==> config.mk <==
export PLATFORM = sky130hd
export DESIGN_NAME = inst_fetch_unit
export DESIGN_NICKNAME = d
export VERILOG_FILES = /design/src/rtl/inst_fetch_unit_pkg.sv /design/src/rtl/fetch_pc_next.sv /design/src/rtl/inst_fetch_unit.sv
export SDC_FILE = /design/constraint.sdc
export NUM_CORES = 1
export LEC_CHECK = 0
export CAP_MARGIN = 25
export CORE_ASPECT_RATIO = 1.75
export CORE_UTILIZATION = 45
export CTS_CLUSTER_DIAMETER = 40
export DETAILED_ROUTE_END_ITERATION = 10
export HOLD_SLACK_MARGIN = 0.15
export PLACE_DENSITY_LB_ADDON = 0.2
export SLEW_MARGIN = 20
export SYNTH_ARGS = -nofsm -noshare
export SYNTH_HDL_FRONTEND = slang
export SYNTH_HIERARCHICAL = 1
export SYNTH_SLANG_ARGS = --single-unit
==> constraint.sdc <==
create_clock -name clk -period 2.48 [get_ports clk]
set_input_delay 0.248 -clock clk [delete_from_list [all_inputs] [get_ports clk]]
set_output_delay 0.248 -clock clk [all_outputs]
set_load 0.02 [all_outputs]
==> src/rtl/inst_fetch_unit_pkg.sv <==
`default_nettype none
// ============================================================================
// Module      : inst_fetch_unit_pkg
// Description : Shared definitions for the instruction-fetch unit and for
//               the blocks around it (decode, memory model): fetch state
//               encoding, instruction width and the default reset PC / HALT
//               encoding.
// Revision    : 1.0 - initial release
// ============================================================================
package inst_fetch_unit_pkg;

    typedef enum logic [1:0] {
        ST_IDLE  = 2'd0,
        ST_FETCH = 2'd1,
        ST_HALT  = 2'd2
    } fetch_state_e;

    localparam int          INST_BYTES        = 4;
    localparam logic [31:0] DEFAULT_RESET_PC  = 32'h0000_0000;
    localparam logic [31:0] DEFAULT_HALT_INST = 32'hFFFF_FFFF;

endpackage
`default_nettype wire

==> src/rtl/fetch_pc_next.sv <==
`default_nettype none
// ============================================================================
// Module      : fetch_pc_next
// Description : Combinational next-PC selector for the fetch unit.
//               Priority: redirect > sequential increment > hold.
//               Redirect targets are word-aligned and folded into the
//               memory range; a misaligned or out-of-range target raises
//               addr_err while the corrected address is still used.
// Ports       : pc             - current byte PC
//               fetch          - a fetch is accepted this cycle
//               redirect_valid - execute requests a PC change
//               redirect_pc    - requested target byte address
//               pc_next        - PC value for the next cycle
//               addr_err       - redirect target was misaligned/out of range
// Revision    : 1.0 - initial release
// ============================================================================
module fetch_pc_next
    import inst_fetch_unit_pkg::*;
#(
    parameter int MEM_BYTES = 32
) (
    input  logic [31:0] pc,
    input  logic        fetch,
    input  logic        redirect_valid,
    input  logic [31:0] redirect_pc,
    output logic [31:0] pc_next,
    output logic        addr_err
);

    // MEM_BYTES is a power of two, so clearing the low two bits and taking
    // the address modulo the memory size is a single mask.
    localparam logic [31:0] c_addr_mask = 32'(MEM_BYTES - 1) & ~32'(INST_BYTES - 1);

    logic [31:0] w_pc_inc;
    logic [31:0] w_target;
    logic        w_misaligned;
    logic        w_out_of_range;

    assign w_pc_inc       = (pc + 32'(INST_BYTES)) & c_addr_mask;
    assign w_target       = redirect_pc & c_addr_mask;
    assign w_misaligned   = |redirect_pc[1:0];
    assign w_out_of_range = (redirect_pc >= 32'(MEM_BYTES));

    always_comb begin
        pc_next = pc;
        if (redirect_valid) begin
            pc_next = w_target;
        end else if (fetch) begin
            pc_next = w_pc_inc;
        end
    end

    assign addr_err = redirect_valid && (w_misaligned || w_out_of_range);

endmodule
`default_nettype wire

==> src/rtl/inst_fetch_unit.sv <==
`default_nettype none
// ============================================================================
// Module      : inst_fetch_unit
// Description : Instruction-fetch initiator. Holds the PC, reads one
//               32-bit word per cycle from instruction memory and registers
//               it with its PC into a one-entry valid/ready slot toward
//               decode. Accepts redirects from execute and stops fetching
//               after delivering a HALT instruction.
// Ports       : clk, rst_n        - clock / async active-low reset
//               start             - pulse: leave IDLE/HALT and fetch
//               im_address, im_en - memory request (combinational)
//               im_inst           - memory read data, same cycle
//               redirect_valid/pc - PC change request from execute
//               if_valid/ready    - output slot handshake
//               if_inst, if_pc    - registered instruction and its PC
//               addr_err          - pulse on bad redirect target
//               fetch_count       - instructions handed to decode (wraps)
// Revision    : 1.0 - initial release
// ============================================================================
module inst_fetch_unit
    import inst_fetch_unit_pkg::*;
#(
    parameter logic [31:0] RESET_PC  = DEFAULT_RESET_PC,
    parameter int          MEM_BYTES = 32,
    parameter logic [31:0] HALT_INST = DEFAULT_HALT_INST
) (
    input  logic        clk,
    input  logic        rst_n,
    input  logic        start,
    output logic [31:0] im_address,
    output logic        im_en,
    input  logic [31:0] im_inst,
    input  logic        redirect_valid,
    input  logic [31:0] redirect_pc,
    output logic        if_valid,
    input  logic        if_ready,
    output logic [31:0] if_inst,
    output logic [31:0] if_pc,
    output logic        addr_err,
    output logic [31:0] fetch_count
);

    fetch_state_e r_state;
    fetch_state_e w_state_next;
    logic         w_im_en;
    logic [31:0]  r_pc;
    logic [31:0]  w_pc_next;
    logic         w_addr_err;
    logic         r_if_valid;
    logic [31:0]  r_if_inst;
    logic [31:0]  r_if_pc;
    logic         r_addr_err;
    logic [31:0]  r_fetch_count;
    logic         w_handshake;

    assign w_handshake = r_if_valid && if_ready;

    fetch_pc_next #(
        .MEM_BYTES      (MEM_BYTES)
    ) u_pc_next (
        .pc             (r_pc),
        .fetch          (w_im_en),
        .redirect_valid (redirect_valid),
        .redirect_pc    (redirect_pc),
        .pc_next        (w_pc_next),
        .addr_err       (w_addr_err)
    );

    // ------------------------------------------------------------------
    // FSM: state register
    // ------------------------------------------------------------------
    always_ff @(posedge clk or negedge rst_n) begin
        if (!rst_n) begin
            r_state <= ST_IDLE;
        end else begin
            r_state <= w_state_next;
        end
    end

    // ------------------------------------------------------------------
    // FSM: next state and memory enable. A fetch is only issued when the
    // slot is empty or being drained this cycle, and never alongside a
    // redirect (the redirect flushes the slot instead).
    // ------------------------------------------------------------------
    always_comb begin
        w_state_next = r_state;
        w_im_en      = 1'b0;
        case (r_state)
            ST_IDLE: begin
                if (start) begin
                    w_state_next = ST_FETCH;
                end
            end
            ST_FETCH: begin
                w_im_en = !redirect_valid && (!r_if_valid || if_ready);
                if (w_im_en && (im_inst == HALT_INST)) begin
                    w_state_next = ST_HALT;
                end
            end
            ST_HALT: begin
                if (start || redirect_valid) begin
                    w_state_next = ST_FETCH;
                end
            end
            default: begin
                w_state_next = ST_IDLE;
            end
        endcase
    end

    // ------------------------------------------------------------------
    // PC, output slot, error pulse and delivered-instruction counter
    // ------------------------------------------------------------------
    always_ff @(posedge clk or negedge rst_n) begin
        if (!rst_n) begin
            r_pc          <= RESET_PC;
            r_if_valid    <= 1'b0;
            r_if_inst     <= 32'h0;
            r_if_pc       <= 32'h0;
            r_addr_err    <= 1'b0;
            r_fetch_count <= 32'h0;
        end else begin
            r_pc       <= w_pc_next;
            r_addr_err <= w_addr_err;

            // A handshake completing in a redirect cycle still counts.
            if (w_handshake) begin
                r_fetch_count <= r_fetch_count + 32'd1;
            end

            if (redirect_valid) begin
                r_if_valid <= 1'b0;
            end else if (w_im_en) begin
                r_if_valid <= 1'b1;
                r_if_inst  <= im_inst;
                r_if_pc    <= r_pc;
            end else if (w_handshake) begin
                r_if_valid <= 1'b0;
            end
        end
    end

    assign im_address  = r_pc;
    assign im_en       = w_im_en;
    assign if_valid    = r_if_valid;
    assign if_inst     = r_if_inst;
    assign if_pc       = r_if_pc;
    assign addr_err    = r_addr_err;
    assign fetch_count = r_fetch_count;

endmodule
`default_nettype wire

==> impl_metrics.ini, run 1 <==
[run]
cap_violations = 0

[placement]
placed_cells = 707
place_congestion = 0.8100
port-buffer-count = 199
place_area_mm2 = 0.007483
place_hpwl_mm = 9.826
dp_worst_setup_slack_ps = 350.7

[setup_path]
worstPathMaxFanout = 4
path_class = register to output port
cp-start-kind = register
crit_required_ps = 2230
arrival_ps = 2030
endpoint_kind = output port

[global_routing]
grt_pass1_wl_mm = 21.51
grt_pass1_vias = 4152
antenna_found_initial = 0
grt_max_degree = 55
grt_usage_pct = 22.93
grt_overflow_total = 0

[clocking]
cts_buffer_depth = 2
post-cts-setup-buffer-count = 0
cts_tree = yes
cts_made_buffers = 17
htree_levels = 4
cts-hold-fix-buffers = 1
cts_num_sinks = 132
root_buffer = clkbuf_16
clock_latency_ps = 400
cts_resized = 0
clkTransAtPathRegs_ps = 60

[yosys]
async_flop_share_pct = 100.0
yosys.area.top_type = dfrtp_1
synth_area_mm2 = 0.005320
yosysTopAreaCellShare_pct = 62.09
syn_nets = 449
synthFlopType = dfrtp_1
syn_area_per_cell_um2 = 14.07
ys_seq_area_share_pct = 62.09
syn_inst = 378
ys_seq_elements = 132
ys_warn_count = 6
synth-edff-count = 0
ys_top_cells_by_area = dfrtp_1 62%, mux2_2 8.7%, mux2_1 5.1%
synth_cell_types = 36

[route]
first_pass_iters = 7
drt_wl_total_mm = 13.25
ant_nets = 0
drt_iter0_drc = 144
drc_errors = 18
wl_per_cell_um = 17.91
post_drt_via_cell_ratio = 5.215
via_count = 3859

[timing]
fin_crit_sh_pct = 91.85
setup_viol_count_final = 0
relSlewSlack_pct = 64.28
fmaxAchievable_ghz = 0.4390
fin_ws_ps = 202.1
hold_viol_final = 0
rsz0062_at_grt = no
finalClockSkew_ps = 7.169
report.final.slew_viol_count = 0
period_needed_ps = 2278
fin_tns_setup_ps = 0
worst_pin_slew_ps = 531.3

[power_and_ir_drop]
totalPowerFinal_mw = 5.874
p_leak_nw = 3.592
ir_worst_vdd_mv = 0.5225
powerDensity_mw_per_mm2 = 728.2

[floorplanning]
fp.dieH_um = 145.8
rows = 52
fp.dieW_um = 84.19
start_util_pct = 46.20
coreArea_mm2 = 0.01152
die_area_mm2 = 0.01228
io_pins = 200

[worst_hold_path]
min_path_type = input pin to asynchronous set/reset pin

[run_status]
status = complete, but fails checks
violations = DRC

[final_layout]
final_common_cell = clkdlybuf4s50_1
stdcell_area_mm2 = 0.008066
drive_above_1_share_pct = 19.01
finalNonFillerCells = 740
nets = 663
fillers = 848
antennaDiodeCount = 0
area_delta_synth_final_pct = 51.62
layout_common_cells = 198 x clkdlybuf4s50_1, 132 x dfrtp_1, 41 x mux2_2, 24 x mux2_1
==> report_power, final <==
group / leakage, nW / switching (mW) / internal, mW / total [mW]
Combinational: 1.59 / 0.501 / 0.542 / 1.04
Sequential: 1.73 / 0.135 / 2.32 / 2.46
Clock: 0.274 / 0.920 / 1.45 / 2.37
==> layout make-up <==
class                   count  area, um^2  area share (%)
clock buffers              20       466.7           5.786
clock inverters            12       106.4           1.318
inverters                   5       18.77          0.2327
multi-input cells         228        1918           23.78
flip-flops and latches    132        3303           40.95
well taps                 135       168.9           2.094
repair buffers            208        2085           25.84
==> worst max-delay path, stage by stage (launching register included) <==
cell	delay, ps
dfrtp_1	390
nand2b_1	220
nor3b_2	330
clkdlybuf4s50_1	690
==> state kept, by name, indices dropped and copies added (netlist names) <==
name / flops
addr_err: 1
fetch_count: 32
if_inst: 32
if_pc: 32
if_valid: 1
im_address: 32
r_state: 2
==> cells in the mapped netlist, types with 7 or more instances <==
cell type / count
dfrtp_1: 132
and2_4: 10
xnor2_1: 16
nand3_1: 12
nand2_1: 13
nand4_1: 17
nor3_1: 8
buf_2: 8
mux2_2: 41
nor4_1: 8
nor4_2: 7
and2_1: 12
and2_2: 9
mux2_1: 24
xor2_1: 17
==> worst paths after layout <==
| path | cells after the start | slack [ps] | from | endpoint |
|---|---|---|---|---|
| worst min register to register | 1 | 470 | r_state[0]$_DFFE_PN0P_ | r_state[0]$_DFFE_PN0P_ |
| worst max register to register | 4 | 570 | fetch_count[4]$_DFFE_PN0P_ | fetch_count[27]$_DFFE_PN0P_ |
| worst max-delay path | 3 | 200 | r_state[1]$_DFFE_PN0P_ | im_en |
| max in group asynchronous | 3 | 1410 | rst_n | fetch_count[6]$_DFFE_PN0P_ |
| worst min-delay path | 2 | 320 | rst_n | fetch_count[31]$_DFFE_PN0P_ |
| min in group clk | 3 | 410 | redirect_pc[4] | im_address[4]$_DFF_PN0_ |
==> logic make-up after synthesis <==
group,share of synthesized area [%]
buffers and inverters,1.952
DFF,62.09
muxes,13.95
xor gates and xnor gates,5.433
AOI/OAI and AO/OA,0.8703
and+or+nand+nor,15.24
adders and majority gates,0.4703
==> routing by layer <==
layer / vias up / track usage, % / wire length [um]
li1: 1772 / - / -
met1: 1929 / 24.93 / 4814
met2: 132 / 40.94 / 7328
met3: 26 / 7.204 / 764
met4: 0 / 9.224 / 343
met5: - / 0 / 0
==> stage by stage <==
stage                     utilization [%]  hold WS, ps
after CTS                           70.05        317.1
after detailed placement            64.98        211.3
final                               70.05        316.9
after floorplan                         -       -47.59
after global placement              64.98        202.7
after global routing                70.05        337.4
Power figures use the tool's default switching activity.
==> run 2: changes to the inputs <==
--- a/config.mk
+++ b/config.mk
@@ -5,9 +5,10 @@
 export SDC_FILE = /design/constraint.sdc
 export NUM_CORES = 1
 export LEC_CHECK = 0
+export ABC_AREA = 1
 export CAP_MARGIN = 25
 export CORE_ASPECT_RATIO = 1.75
-export CORE_UTILIZATION = 45
+export CORE_UTILIZATION = 46
 export CTS_CLUSTER_DIAMETER = 40
 export DETAILED_ROUTE_END_ITERATION = 10
 export HOLD_SLACK_MARGIN = 0.15
==> run 2 against run 1 <==
Against the previous run:
- area after synthesis increased by 7.5%
- the flow now finishes without violations
- critical endpoint unchanged
- design area increased by 5.0%
- fmax increased by 7.7%
- largest power group unchanged
- flip-flop and latch count unchanged
- total power increased by 11%
- worst hold slack improved by 92 ps
- sequential share of layout area decreased by 2.0 points
==> impl_metrics.ini, run 2 <==
[run_status]
status = finished clean

[setup_path]
r2r-start = r_state[1]$_DFFE_PN0P_
path_class = register to output port
rrSetupSlack_ps = 600
worstPathMaxFanout = 3
max_stage_delay_ps = 620
arrival_ps = 1870
rr_worst_depth = 7
r2r-end = if_pc[31]$_DFFE_PN0P_
cp_slowest_cell = clkdlybuf4s50_1
endpoint_kind = output port
cp-start-kind = register
crit_required_ps = 2230
cp_cell_sequence = nor2_1 > inv_1 > nor2_4 > clkdlybuf4s50_1

[worst_hold_path]
hold_path_end = im_address[4]$_DFF_PN0_
min_from = redirect_pc[4]
worst_hold_path.num_cells = 3
min_path_type = input pin to register

[yosys]
synth_cell_types = 26
synthFlopType = dfrtp_1
yosysMostFrequentCell = nand2_1
async_flop_share_pct = 100.0
syn_inst = 662
ys_top_cells_by_area = dfrtp_1 58%, nand2_1 19%, nor2_1 4.4%
yosys.area.top_type = dfrtp_1
synth_compound_area_share_pct = 0.8751
syn_area_per_cell_um2 = 8.639
synth-edff-count = 0
synthTopCellsByCount = 292 x nand2_1, 132 x dfrtp_1, 67 x nor2_1
synthXorXnorAreaFrac_pct = 3.063
ys_seq_area_share_pct = 57.76
muxShareOfSynthArea_pct = 0
yosysTopAreaCellShare_pct = 57.76
yosys.area_share.adder_pct = 0.4375
synth_top_family_by_area = simple AND/OR/NAND/NOR gates
synthSimpleGateAreaFrac_pct = 32.12
synth_area_mm2 = 0.005719
syn_nets = 733
ys_warn_count = 6
ys_seq_elements = 132

[route]
drc_errors = 0
wl_per_cell_um = 14.44
post_drt_via_cell_ratio = 4.785
via_count = 5019
ant_nets = 0
drt_iter0_drc = 242
drt_wl_total_mm = 15.15
first_pass_iters = 4

[final_layout]
regArea_mm2 = 0.003303
final_common_cell = nand2_1
nets = 943
area_delta_synth_final_pct = 48.11
multi_input_area_mm2 = 0.002092
drive_above_1_share_pct = 7.919
fillers = 959
antennaDiodeCount = 0
layout_common_cells = 292 x nand2_1, 198 x clkdlybuf4s50_1, 132 x dfrtp_1, 67 x nor2_1, 52 x inv_1

[power_and_ir_drop]
ir_worst_vdd_mv = 0.5617
comb_power_share_pct = 22.2
clockPowerShare_pct = 38.9
p_seq_share_pct = 38.9
powerDensity_mw_per_mm2 = 770.9
swShare_pct = 28.76
p_int_mw = 4.652
p_leak_nw = 3.981
switching_power_mw = 1.878

[timing]
hold_viol_final = 0
relSlewSlack_pct = 55.53
rsz0062_at_grt = no
fin_ws_ps = 364.7
period_needed_ps = 2115
finalClockSkew_ps = 10.68
fin_crit_sh_pct = 85.30
fin_tns_setup_ps = 0
report.final.slew_viol_count = 0
setup_viol_count_final = 0
worst_pin_slew_ps = 667.1
fmaxAchievable_ghz = 0.4727

[placement]
place_congestion = 0.8351
place_hpwl_mm = 11.20
dp_worst_setup_slack_ps = 355.5
port-buffer-count = 199

[floorplanning]
rows = 53
fp.dieH_um = 149.5
fp.dieW_um = 86.29
start_util_pct = 47.39
io_pins = 200
coreArea_mm2 = 0.01207
die_area_mm2 = 0.01290

[global_routing]
grt_max_degree = 72
grt_pass1_wl_mm = 24.74
grt_overflow_total = 0
grt_usage_pct = 24.93
grt_pass1_vias = 5244
antenna_found_initial = 0

[clocking]
cts_made_buffers = 17
clock_latency_ps = 400
cts_tree = yes
clkTransAtPathRegs_ps = 60
cts_num_sinks = 132
cts_buffer_depth = 2
cts_resized = 0
htree_levels = 4
root_buffer = clkbuf_16

[run]
cap_violations = 0
run 2: changes by cell type in the layout (fill, tap and decap cells not counted), moves of 24 or more:
cell / previous run / this run
nand2_1: 13 / 292
nor2_1: 4 / 67
inv_1: 5 / 52
mux2_2: 41 / 0
mux2_1: 24 / 0
run 2: cell families (layout without fill, tap and decap cells):
logic type	count (synthesis)	in the layout
buf+inv	69	291
simple gates	429	429
compound gates	10	10
xor+xnor	20	20
fa+ha+maj	2	2
flops	132	132
run 2: timing repair:
item | 4_1_cts | 5_1_grt
hold buffers | 1 | 0
endpoints found under the hold margin | 69 | 0
setup buffers | 0 | 0
run 2: worst max-delay path by stage:
| stage | cells past startpoint | start | slack (ps) | end |
|---|---|---|---|---|
| after floorplan | 7 | if_valid$_DFFE_PN0P_ | 890 | im_address[10]$_DFF_PN0_ |
| after detailed placement | 9 | if_ready | 360 | if_pc[31]$_DFFE_PN0P_ |
| final | 4 | r_state[1]$_DFFE_PN0P_ | 360 | im_en |
| after global routing | 4 | r_state[1]$_DFFE_PN0P_ | 290 | im_en |
| after CTS | 4 | r_state[1]$_DFFE_PN0P_ | 340 | im_en |
| after global placement | 9 | if_ready | 400 | if_inst[24]$_DFFE_PN0P_ |
run 2: area by class of cell:
class	instances	area share, %
repair buffers	207	24.42
well taps	165	2.437
clock inverters	9	1.507
multi-input cells	461	24.70
inverters	53	2.349
flip-flops and latches	132	39.00
clock buffers	22	5.598
run 2: metal layers:
layer	up-vias	track usage, %	wire [um]	share of wire (%)
met5	-	0	0	0
met4	0	8.583	310	2.0
met3	23	8.880	945	6.2
met2	166	45.67	8467	56
met1	2387	25.83	5423	36
li1	2443	-	-	-
run 2: worst max-delay path, delay by kind of cell (launching register included):
kind	cells	cell delay [ps]
buffers and inverters	2	760
DFF	1	390
and+or+nand+nor	2	300
run 2: power groups by stage:
stage	logic (mW)	clock network [mW]	registers [mW]
finish	1.45	2.54	2.54
global placement	1.43	0	2.56
CTS	1.47	2.57	2.54
detailed placement	1.47	0	2.57
floorplan	0.508	0	2.81
global route	1.57	2.67	2.56
run 2: through the flow:
step | total power [mW] | cell area [um^2] | cells | utilization [%] | hold slack [ps]
2_1_floorplan | 3.314 | 5719 | 662 | - | -47.59
3_3_place_gp | 3.991 | 7859 | 1017 | 65.12 | 308.2
3_5_place_dp | 4.031 | 7859 | 1017 | 65.12 | 306.0
4_1_cts | 6.584 | 8471 | 1049 | 70.18 | 396.5
5_1_grt | 6.801 | 8471 | 1049 | 70.18 | 415.8
6_report | 6.530 | 8471 | 1049 | 70.18 | 408.6
==> run 3: changes to the inputs <==
--- a/config.mk
+++ b/config.mk
@@ -11,8 +11,9 @@
 export CORE_UTILIZATION = 46
 export CTS_CLUSTER_DIAMETER = 40
 export DETAILED_ROUTE_END_ITERATION = 10
+export GPL_TIMING_DRIVEN = 0
 export HOLD_SLACK_MARGIN = 0.15
-export PLACE_DENSITY_LB_ADDON = 0.2
+export PLACE_DENSITY = 0.88
 export SLEW_MARGIN = 20
 export SYNTH_ARGS = -nofsm -noshare
 export SYNTH_HDL_FRONTEND = slang
==> constraint.sdc (replaced) <==
create_clock -name clk -period 2.48 [get_ports clk]
set_input_delay 0.62 -clock clk [delete_from_list [all_inputs] [get_ports clk]]
set_output_delay 0.62 -clock clk [all_outputs]
set_load 0.02 [all_outputs]
==> run 3 against run 2 <==
Against the previous run:
- combinational power is 6% higher
- register-to-register slack better by 210 ps
- non-clock buffer count is 10 higher
- sequential power hardly changed
- critical endpoint unchanged
- worst hold slack worse by 270 ps
- global-route usage is 0.38 points lower
- utilization is 1.0 points higher
- routed wire length is 2.2% lower
- design area is 1.5% higher
- clock skew is 2.2 ps lower
- critical path type is now input pin to output port
==> impl_metrics.ini, run 3 (synthesis gave the netlist of run 2 again) <==
[run_status]
status = finished clean

[clocking]
cts_buffer_depth = 2
htree_levels = 4
cts_made_buffers = 17
clock_latency_ps = 410
root_buffer = clkbuf_16
cts-hold-fix-buffers = 0
clkTransAtPathRegs_ps = 60
cts_tree = yes
cts_num_sinks = 132

[worst_hold_path]
min_path_type = input pin to asynchronous set/reset pin

[setup_path]
path_class = input pin to output port
worstPathMaxFanout = 3
endpoint_kind = output port
arrival_ps = 1750
r2r-end = fetch_count[24]$_DFFE_PN0P_
rr_worst_depth = 8
r2r-start = fetch_count[0]$_DFFE_PN0P_
rrSetupSlack_ps = 810
crit_required_ps = 1860
cp-start-kind = input pin

[power_and_ir_drop]
switching_power_mw = 1.947
ir_worst_vdd_mv = 0.6299
comb_power_share_pct = 22.7
p_leak_nw = 4.040
powerDensity_mw_per_mm2 = 783.1
clockPowerShare_pct = 39.5
p_int_mw = 4.783
p_seq_share_pct = 37.8
swShare_pct = 28.93

[route]
ant_nets = 0
drc_errors = 0
drt_wl_total_mm = 14.82
wl_per_cell_um = 13.99
post_drt_via_cell_ratio = 4.733
first_pass_iters = 4
via_count = 5012
drt_iter0_drc = 236

[timing]
relSlewSlack_pct = 67.61
fin_crit_sh_pct = 95.71
rsz0062_at_grt = no
fin_ws_ps = 106.3
fin_tns_setup_ps = 0
worst_pin_slew_ps = 485.8
fmaxAchievable_ghz = 0.4213
report.final.slew_viol_count = 0
finalClockSkew_ps = 8.484
hold_viol_final = 0
period_needed_ps = 2374
setup_viol_count_final = 0

[placement]
dp_worst_setup_slack_ps = -680.9
port-buffer-count = 199
place_hpwl_mm = 11.06
place_congestion = 0.8546

[final_layout]
antennaDiodeCount = 0
area_delta_synth_final_pct = 50.27
nets = 953
layout_common_cells = 292 x nand2_1, 196 x clkdlybuf4s50_1, 132 x dfrtp_1, 67 x nor2_1, 52 x inv_1
final_common_cell = nand2_1
drive_above_1_share_pct = 9.396

[run]
cap_violations = 0

[global_routing]
grt_pass1_vias = 5005
antenna_found_initial = 0
grt_pass1_wl_mm = 23.97
grt_overflow_total = 0
grt_max_degree = 70
grt_usage_pct = 24.55

[floorplanning]
fp.dieW_um = 86.29
die_area_mm2 = 0.01290
io_pins = 200
fp.dieH_um = 149.5
start_util_pct = 47.39
coreArea_mm2 = 0.01207
rows = 53
==> run 3: power by group through the flow <==
stage / sequential, mW / clock [mW] / combinational, mW
6_report: 2.54 / 2.66 / 1.53
5_1_grt: 2.57 / 2.79 / 1.65
4_1_cts: 2.54 / 2.70 / 1.55
3_5_place_dp: 2.57 / 0 / 1.53
3_3_place_gp: 2.57 / 0 / 1.50
2_1_floorplan: 2.81 / 0 / 0.508
==> run 3: critical path: stages <==
cell and delay (ps):
clkdlybuf4s50_1 490, inv_1 50, nand2_1 90, nand2_1 90, nor2_4 150, buf_6 110
buf_2 150
==> run 3: layer usage <==
| layer | GRT usage (%) | share of wire, % | wire, um |
|---|---|---|---|
| met2 | 45.87 | 56 | 8337 |
| met3 | 5.074 | 4.5 | 669 |
| met1 | 25.35 | 36 | 5265 |
| met4 | 12.33 | 3.7 | 546 |
| met5 | 0 | 0 | 0 |
==> run 3: cell type report <==
type | instances | area [um^2]
multi-input cells | 461 | 2092
well taps | 165 | 206.4
plain buffers | 16 | 136.4
fillers | 895 | 3475
repair buffers | 201 | 2026
flip-flops and latches | 132 | 3303
inverters | 53 | 198.9
clock buffers | 19 | 452.9
clock inverters | 12 | 178.9
==> run 3: worst max-delay path by stage <==
stage                              start                       to  slack, ps  depth (start not counted)
after floorplan                 if_ready                    im_en        650                          5
after global placement             rst_n  if_inst[13]$_DFFE_PN0P_      -4430                          1
after detailed placement  redirect_valid                    im_en       -680                          6
after CTS                       if_ready                    im_en         30                          7
after global routing            if_ready                    im_en         30                          7
final                           if_ready                    im_en        110                          7
==> run 3: what timing repair did <==
action	in CTS	in global routing
gates cloned	0	0
setup endpoints to repair	1	1
pin swaps	0	1
gates resized for setup	7	1
endpoints found under the hold margin	0	0
buffers inserted	1	0
==> run 3: stage by stage <==
stage	power [mW]	cell area, um^2	hold slack, ps	utilization [%]	cells
after floorplan	3.314	5719	324.4	-	662
after global placement	4.066	7918	453.0	65.60	1026
after detailed placement	4.099	7950	457.6	65.87	1027
after CTS	6.795	8601	152.7	71.26	1059
after global routing	7.010	8594	168.4	71.21	1059
final	6.730	8594	136.1	71.21	1059
